File: config.mk
export PLATFORM = sky130hd
export DESIGN_NAME = alu_cmd_driver
export DESIGN_NICKNAME = d
export VERILOG_FILES = /design/src/rtl/alu_cmd_driver.sv
export SDC_FILE = /design/constraint.sdc
export NUM_CORES = 1
export LEC_CHECK = 0
export BUFFER_PORTS_ARGS = -buffer_cell sky130_fd_sc_hd__clkbuf_2
export CAP_MARGIN = 25
export CORE_MARGIN = 2
export CORE_UTILIZATION = 55
export CTS_BUF_LIST = sky130_fd_sc_hd__clkbuf_4
export CTS_CLUSTER_SIZE = 24
export DETAILED_ROUTE_END_ITERATION = 7
export PLACE_DENSITY = 0.87
export SLEW_MARGIN = 15
export SYNTH_ARGS = -nofsm -noshare
export SYNTH_HDL_FRONTEND = slang
export SYNTH_SLANG_ARGS = --single-unit
export TNS_END_PERCENT = 5
File: constraint.sdc
create_clock -name clk -period 3.3 [get_ports clk]
set_input_delay 0.165 -clock clk [delete_from_list [all_inputs] [get_ports clk]]
set_output_delay 0.165 -clock clk [all_outputs]
set_load 0.005 [all_outputs]
File: src/rtl/alu_cmd_driver.sv
// Command FIFO + sequencer driving one combinational ALU. Captures Z/flags after a
// fixed settle time and keeps an accumulator so commands can chain on prior results.
module alu_cmd_driver #(
  parameter int W          = 8,
  parameter int FIFO_DEPTH = 4,
  parameter int SETTLE     = 1
) (
  input  logic         clk,
  input  logic         reset,
  input  logic         cmd_valid,
  output logic         cmd_ready,
  input  logic [2:0]   cmd_op,
  input  logic [W-1:0] cmd_a,
  input  logic [W-1:0] cmd_b,
  input  logic         cmd_use_acc,
  output logic [W-1:0] alu_x,
  output logic [W-1:0] alu_y,
  output logic [2:0]   alu_c,
  input  logic [W-1:0] alu_z,
  input  logic         alu_cout,
  input  logic         alu_ov,
  input  logic         alu_zf,
  output logic         rsp_valid,
  input  logic         rsp_ready,
  output logic [W-1:0] rsp_z,
  output logic [3:0]   rsp_flags,
  output logic [W-1:0] acc,
  output logic         busy
);
  localparam int AW = $clog2(FIFO_DEPTH);
  localparam int CW = $clog2(SETTLE + 1);
  localparam logic [AW:0] FULL = (AW+1)'(FIFO_DEPTH);

  typedef struct packed {
    logic [2:0]   op;
    logic [W-1:0] a;
    logic [W-1:0] b;
    logic         use_acc;
  } cmd_t;

  typedef enum logic [1:0] {IDLE, ISSUE, WAIT, RESP} state_t;

  cmd_t          mem [FIFO_DEPTH];
  cmd_t          cur;
  state_t        state;
  logic [AW-1:0] wr_ptr, rd_ptr;
  logic [AW:0]   count, count_nxt;
  logic [CW-1:0] cnt;
  logic          push, pop;

  assign push = cmd_valid && cmd_ready;
  assign pop  = (state == IDLE) && (count != '0) && !rsp_valid;
  assign busy = (state != IDLE) || (count != '0);

  always_comb begin
    count_nxt = count;
    if (push && !pop)      count_nxt = count + (AW+1)'(1);
    else if (pop && !push) count_nxt = count - (AW+1)'(1);
  end

  always_ff @(posedge clk) begin
    if (push) mem[wr_ptr] <= '{op: cmd_op, a: cmd_a, b: cmd_b, use_acc: cmd_use_acc};
  end

  // cmd_ready is registered so it stays low through reset and rises one cycle after
  always_ff @(posedge clk or posedge reset) begin
    if (reset) begin
      wr_ptr    <= '0;
      rd_ptr    <= '0;
      count     <= '0;
      cmd_ready <= 1'b0;
    end else begin
      if (push) wr_ptr <= wr_ptr + AW'(1);
      if (pop)  rd_ptr <= rd_ptr + AW'(1);
      count     <= count_nxt;
      cmd_ready <= (count_nxt != FULL);
    end
  end

  always_ff @(posedge clk or posedge reset) begin
    if (reset) begin
      state     <= IDLE;
      cur       <= '0;
      cnt       <= '0;
      alu_x     <= '0;
      alu_y     <= '0;
      alu_c     <= '0;
      rsp_valid <= 1'b0;
      rsp_z     <= '0;
      rsp_flags <= '0;
      acc       <= '0;
    end else begin
      case (state)
        IDLE: if (pop) begin
          cur   <= mem[rd_ptr];
          state <= ISSUE;
        end
        ISSUE: begin
          cnt <= CW'(SETTLE);
          // remainder by zero never reaches the ALU; its inputs keep their old values
          if (cur.op == 3'b010 && cur.b == '0) begin
            rsp_z     <= '0;
            rsp_flags <= 4'b1000;
            rsp_valid <= 1'b1;
            state     <= RESP;
          end else begin
            alu_x <= cur.use_acc ? acc : cur.a;
            alu_y <= cur.b;
            alu_c <= cur.op;
            state <= WAIT;
          end
        end
        WAIT: begin
          if (cnt == CW'(1)) begin
            rsp_z     <= alu_z;
            rsp_flags <= {1'b0, alu_zf, alu_ov, alu_cout};
            acc       <= alu_z;
            rsp_valid <= 1'b1;
            state     <= RESP;
          end else begin
            cnt <= cnt - CW'(1);
          end
        end
        RESP: if (rsp_ready) begin
          rsp_valid <= 1'b0;
          state     <= IDLE;
        end
        default: state <= IDLE;
      endcase
    end
  end
endmodule

== Yosys cells after proc, flatten, opt, wreduce, memory -nomap -nowiden ==
Memories as Yosys holds them, arrays and structs flattened. A register that Yosys moved wholly into a read port is not among the register bits.
Index checks and enable logic that the tools add are counted.

* Flip-flop bits (word level): 51
* Bits in writable memories: 80
* Input bits: 35
* Memories: 1

{| class="wikitable"
|+ Memory list
! name !! words !! bits a word !! rd ports !! clocked after Yosys merged registers in !! write ports !! line !! text
|-
| mem || 4 || 20 || 1 || 1 || 1 || 43 || <nowiki>cmd_t mem [FIFO_DEPTH];</nowiki>
|}

* Add/sub/neg operators: 5
* Equal/unequal tests: 9
* Multiplexer cells: 22
* Bitwise operators: 1
* Reductions and logical operators: 22

{| class="wikitable"
|+ Operators by type and width
! kind !! count
|-
| 8-bit 2-to-1 mux || 3
|-
| 8-bit case mux with 2 select lines || 1
|-
| 8-bit zero test || 1
|-
| 4-bit 2-to-1 mux || 2
|-
| 2-bit inequality test (second input constant) || 4
|-
| 2-bit case mux with 4 select lines || 1
|-
| 4-bit case mux with 2 select lines || 1
|-
| 1-bit 2-to-1 mux || 7
|-
| 1-bit logical AND || 6
|-
| 2-bit 2-to-1 mux || 3
|-
| 3-bit 2-to-1 mux || 2
|-
| 2-bit AND reduction || 3
|-
| 3-bit AND reduction || 2
|-
| 3-bit nonzero test || 2
|-
| 2-bit by 1-bit adder with 2-bit output (second input constant) || 2
|-
| 2-bit equality test (second input constant) || 2
|-
| 4-bit AND reduction || 1
|-
| 2-bit nonzero test || 2
|-
| 3-bit by 1-bit adder with 3-bit output (second input constant) || 1
|-
| 3-bit by 2-bit equality test with 1-bit output (second input constant) || 1
|-
| 1-bit zero test || 3
|-
| 3-bit inequality test (second input constant) || 1
|-
| 1-bit case mux with 3 select lines || 1
|-
| 3-bit by 1-bit subtractor with 3-bit output (second input constant) || 1
|-
| other kinds (6) || 6
|}

== Longest topological paths before layout ==
* Word-level depth: 7
* Depth in mapped cells: 9

== Worst setup path before layout ==
OpenSTA, ideal clock, no wires.

* Path kind: reg-to-reg
* Start: register state[0]
* End: register cur[0] (netlist name)
* Arrival: 1.726 ns
* Data required time: 3.175 ns
* Setup slack: 1.450 ns
* Cell stages (with the launch flop): 8
* Period minus slack after synthesis: 1.850 ns
* Path through: dfrtp_1 inv_1 ha_1 and2b_1 and2_1 clkbuf_1 buf_2 mux2_2

* Cells in the longest elaborated chain, start to end: 4

{| class="wikitable"
|+ RTL lines
! what !! line !! text
|-
| start: declaration || 45 || <nowiki>state_t state;</nowiki>
|-
| start signal: assignment || 82 || <nowiki>state <= IDLE;</nowiki>
|-
| start signal: assignment || 96 || <nowiki>state <= ISSUE;</nowiki>
|-
| start signal: assignment || 105 || <nowiki>state <= RESP;</nowiki>
|-
| 2-bit zero test (*) || 52, 93 ||
|-
| 1-bit logical AND (2 in series) || 52 || <nowiki>assign pop = (state == IDLE) && (count != '0) && !rsp_valid;</nowiki>
|-
| 2-bit AND reduction (no source line) (*) || - ||
|-
| end signal: assignment || 95 || <nowiki>cur <= mem[rd_ptr];</nowiki>
|-
| end: declaration || 44 || <nowiki>cmd_t cur;</nowiki>
|}

Every way passes the cells marked *; elsewhere a longest branch is shown, timed or not.
A chain may end at the register's enable or synchronous reset.

== Worst setup path after layout ==
* Start: register state[0]
* End: register state[0]

* Cells in the longest elaborated chain, start to end: 5

{| class="wikitable"
|+ RTL lines
! what !! line
|-
| 2-bit zero test || 52, 93
|-
| 1-bit logical AND (2 in series) || 52
|-
| 2-bit inequality test (no source line) || -
|-
| 3-bit AND reduction (no source line) || -
|}

Several ways; a longest one is shown, not always the timed one.

==> qor_table.md <==
| Metric | Reported | Unit |
| --- | --- | --- |
| Critical path class | flop to flop | - |
| Warning count from the yosys run | 0 | - |
| Crit share post-route | 72.0 | % |
| Vias in the first global route | 3,696 | - |
| DR DRC count | 0 | - |
| Accumulated negative setup slack | 0 | ns |
| Vertical die dimension | 108 | um |
| Pin count of the biggest net entering global routing | 50 | - |
| NumNets Final | 523 | - |
| Number of DRC markers in iteration 0 | 237 | - |
| Util after Layout | 69.2 | % |
| Antenna-violating nets left | 0 | - |
| Area Growth Syn to Fin | 21.2 | % |
| Ys flop type | edfxtp_1 | - |
| Leading cell types in the layout, fill and taps excluded | edfxtp_1 (80), clkbuf_2 (76), dfrtp_1 (71), nand2_1 (39), dlygate4sd3_1 (33) | - |
| Switching part of the total | 32.7 | % |
| Number of hold violations in the final report | 0 | - |
| Count of flip-flops with a built-in enable after synthesis | 80 | - |
| Maximum capacitance violations | 0 | - |
| Post-Synthesis Cells | 354 | - |
| DP Wirelength | 7540 | um |
| Most common library cell in the layout ignoring fill and taps | edfxtp_1 | - |
| Num rows | 37 | - |
| Share of final-layout standard cells stronger than drive strength 1 | 35.2 | % |
| Post-detailed-route via-to-cell ratio | 5.52 | - |
| Sum of buffers and inverters on the critical path | 1 | - |
| Die Span X | 108 | um |
| CTS tree | built | - |
| Total leakage power | 2.98 | nW |
| IO Count | 77 | - |
| Fraction of the yosys area taken by sequential cells | 70.5 | % |
| Worst reg-to-reg setup slack | 0.92 | ns |
| Total setup buffers inserted after CTS | 0 | - |
| Port Buffers | 76 | - |
| Maximum level of the CTS H-tree | 4 | - |
| Final period demand of the worst path | 2.38 | ns |
| Worst VDD drop | 0.000333 | V |
| Slowest stage delay, CP | 0.58 | ns |
| CTS max path bufs | 2 | - |
| Switching component of the power | 2.06 | mW |
| Relative contribution of the clock network to total power | 19.5 | % |
| Last weighted congestion value of the routability-driven placer | 0.792 | - |
| Worst Clk Skew | 0.0181 | ns |
| Reg2Reg Depth | 7 | - |
| Netlist cell types | 40 | - |
| Reg-to-Reg Start | state[0] | - |
| Average cell area after synthesis | 16.7 | um^2 |
| Worst hold slack after final layout | 0.108 | ns |
| Detailed-route via count | 3,449 | - |
| Register share of total power | 48.0 | % |
| Inserted Diodes | 0 | - |
| WP data arrival | 2.83 | ns |
| Top achievable clock speed | 421 | MHz |
| Die ar. | 11,600 | um^2 |
| First-pass GRT wire length | 18,300 | um |
| Number of sinks handled by clock tree synthesis | 151 | - |
| Mean routed wirelength per cell | 19.0 | um |
| 1st-pass router iterations | 5 | - |
| Seq cells post-synth | 151 | - |
| Areal power density over the cells | 878 | nW/um^2 |
| Count of instances resized after the clock tree is built | 0 | - |
| Endpoint of the worst-slack reg-to-reg timing path | state[0] | - |
| Pin slew with the least headroom to its limit | 0.960 | ns |
| Number of max-slew violations in the final report | 0 | - |
| Clock insertion delay at the later pin of the skew report | 0.53 | ns |
| Critical path endpoint category | flop | - |
| Slowest cell on the critical path | a221oi_1 | - |
| Overall routing resource usage | 21.0 | % |
| GRT overflow | 0 | - |
| Cell chosen for the clock root | clkbuf_4 | - |
| Initial cell density of the core | 57.1 | % |
| Clock input transition at the sequential cells of the worst setup and hold paths | 0.12 | ns |
| Async set-or-reset flop fraction in the synthesized netlist | 47.0 | % |
| Nature of the critical path startpoint | flop | - |
| Number of endpoints failing setup at the final stage | 0 | - |
| Area of the core | 10,400 | um^2 |
| Fraction of power consumed by combinational cells | 32.5 | % |
| Mapped cell area | 5920 | um^2 |
| Total wire length | 11,900 | um |
| Hold/Removal Path Class | input pin to async pin | - |
| Clock buffer count from CTS | 17 | - |
| Internal cell power | 4.24 | mW |
| Critical Path RT | 3.75 | ns |
| Largest driver fanout on the critical path | 13 | - |
| Outcome | completed | - |
| Setup repair after global routing missed its margin | false | - |
| Top Family by Delay on Critical Path | compound AO/OA/AOI/OAI gates | - |
| Syn_nets | 401 | - |
| Cell Chain, Critical Path | inv_1 -> ha_1 -> and2b_1 -> nand2_1 -> a221oi_1 -> o21ai_0 -> a32oi_1 | - |
| Antenna violations before repair | 0 | - |
| Relative slew slack | 36.0 | % |
==> state kept, by name (all words and copies together), names as in the netlist <==
signal and count:
wr_ptr 2, alu_x 8, state 2, acc 8, rsp_valid 1, cmd_ready 1, mem 80, rsp_flags 4
rsp_z 8, rd_ptr 2, count 3, alu_y 8, cnt 1, cur 20, alu_c 3
==> power by group through the flow <==
stage          combinational [mW]  clock, mW  sequential, mW
2_1_floorplan                1.49          0            2.86
5_1_grt                      2.24       1.31            3.09
6_report                     2.05       1.23            3.03
4_1_cts                      1.99       1.24            3.02
3_5_place_dp                 1.94          0            3.06
3_3_place_gp                 1.83          0            3.02
==> metrics by stage <==
step                std cells  total power [mW]  setup slack [ns]  instance area (um^2)
floorplan                 354              4.35              1.34                  5920
global placement          555              4.85              1.19                  6440
detailed placement        555              5.00             0.985                  6440
CTS                       620              6.25             0.950                  7090
global route              625              6.64             0.671                  7180
finish                    625              6.30             0.924                  7180
==> timing repair <==
action / CTS / global route
hold endpoints to repair: 148 / 0
endpoints found under the setup margin: 0 / 0
hold buffers: 33 / 0
==> per-layer routing <==
layer	wire, um	global-route usage (%)	vias up
li1	-	-	1560
met1	4800	25.3	1758
met2	6260	35.5	106
met3	498	5.51	25
met4	299	9.89	0
met5	0	0	-
==> cells in the mapped netlist, types with 2 or more instances <==
library cell  count  share of area (%)
edfxtp_1         80                 41
a21oi_1           8               0.68
clkbuf_1          5               0.32
ha_1             12                2.5
buf_2             8               0.68
mux2_2           29                5.5
dfrtp_1          71                 30
nand2_1          39                2.5
and3_1            6               0.63
and2_1            2               0.21
mux2i_1           8                1.4
mux4_2           20                7.6
nor3_1            2               0.17
a32o_1            4               0.68
nor2_1           11               0.70
o21ai_0           2               0.17
a22o_1           10                1.5
xnor2_1           5               0.74
inv_1            11               0.70
==> area by class of cell <==
class / count / area (um^2)
Multi-Input combinational cell: 176 / 1630
Clock inverter: 13 / 179
Clock buffer: 19 / 143
Timing Repair Buffer: 119 / 837
Tap cell: 136 / 170
Fill cell: 674 / 3190
Inverter: 11 / 41.3
Sequential cell: 151 / 4180
==> how the worst max path moves through the flow <==
stage / endpoint / from / cells past startpoint / slack, ns
after floorplan: acc[0] / reset / 1 / 1.34
after global placement: rsp_flags[2] / cur[2] / 5 / 1.19
after detailed placement: state[0] / state[0] / 7 / 0.99
after CTS: state[0] / state[0] / 7 / 0.95
after global routing: state[0] / state[0] / 7 / 0.67
final: state[0] / state[0] / 7 / 0.92
==> cells by family after synthesis <==
family | count (synthesis) | synth area share, %
multiplexers | 57 | 14.5
flip-flops | 151 | 70.5
XOR/XNOR | 6 | 0.887
buffers and inverters | 27 | 2.07
AND/OR/NAND/NOR | 70 | 5.55
AO/OA/AOI/OAI | 31 | 3.95
adder cells (fa/ha/maj) | 12 | 2.53
==> worst min-delay path: cells and delay by family <==
kind | cells | cell delay, ns
buf+inv | 3 | 0.86
Power figures use the tool's default switching activity.
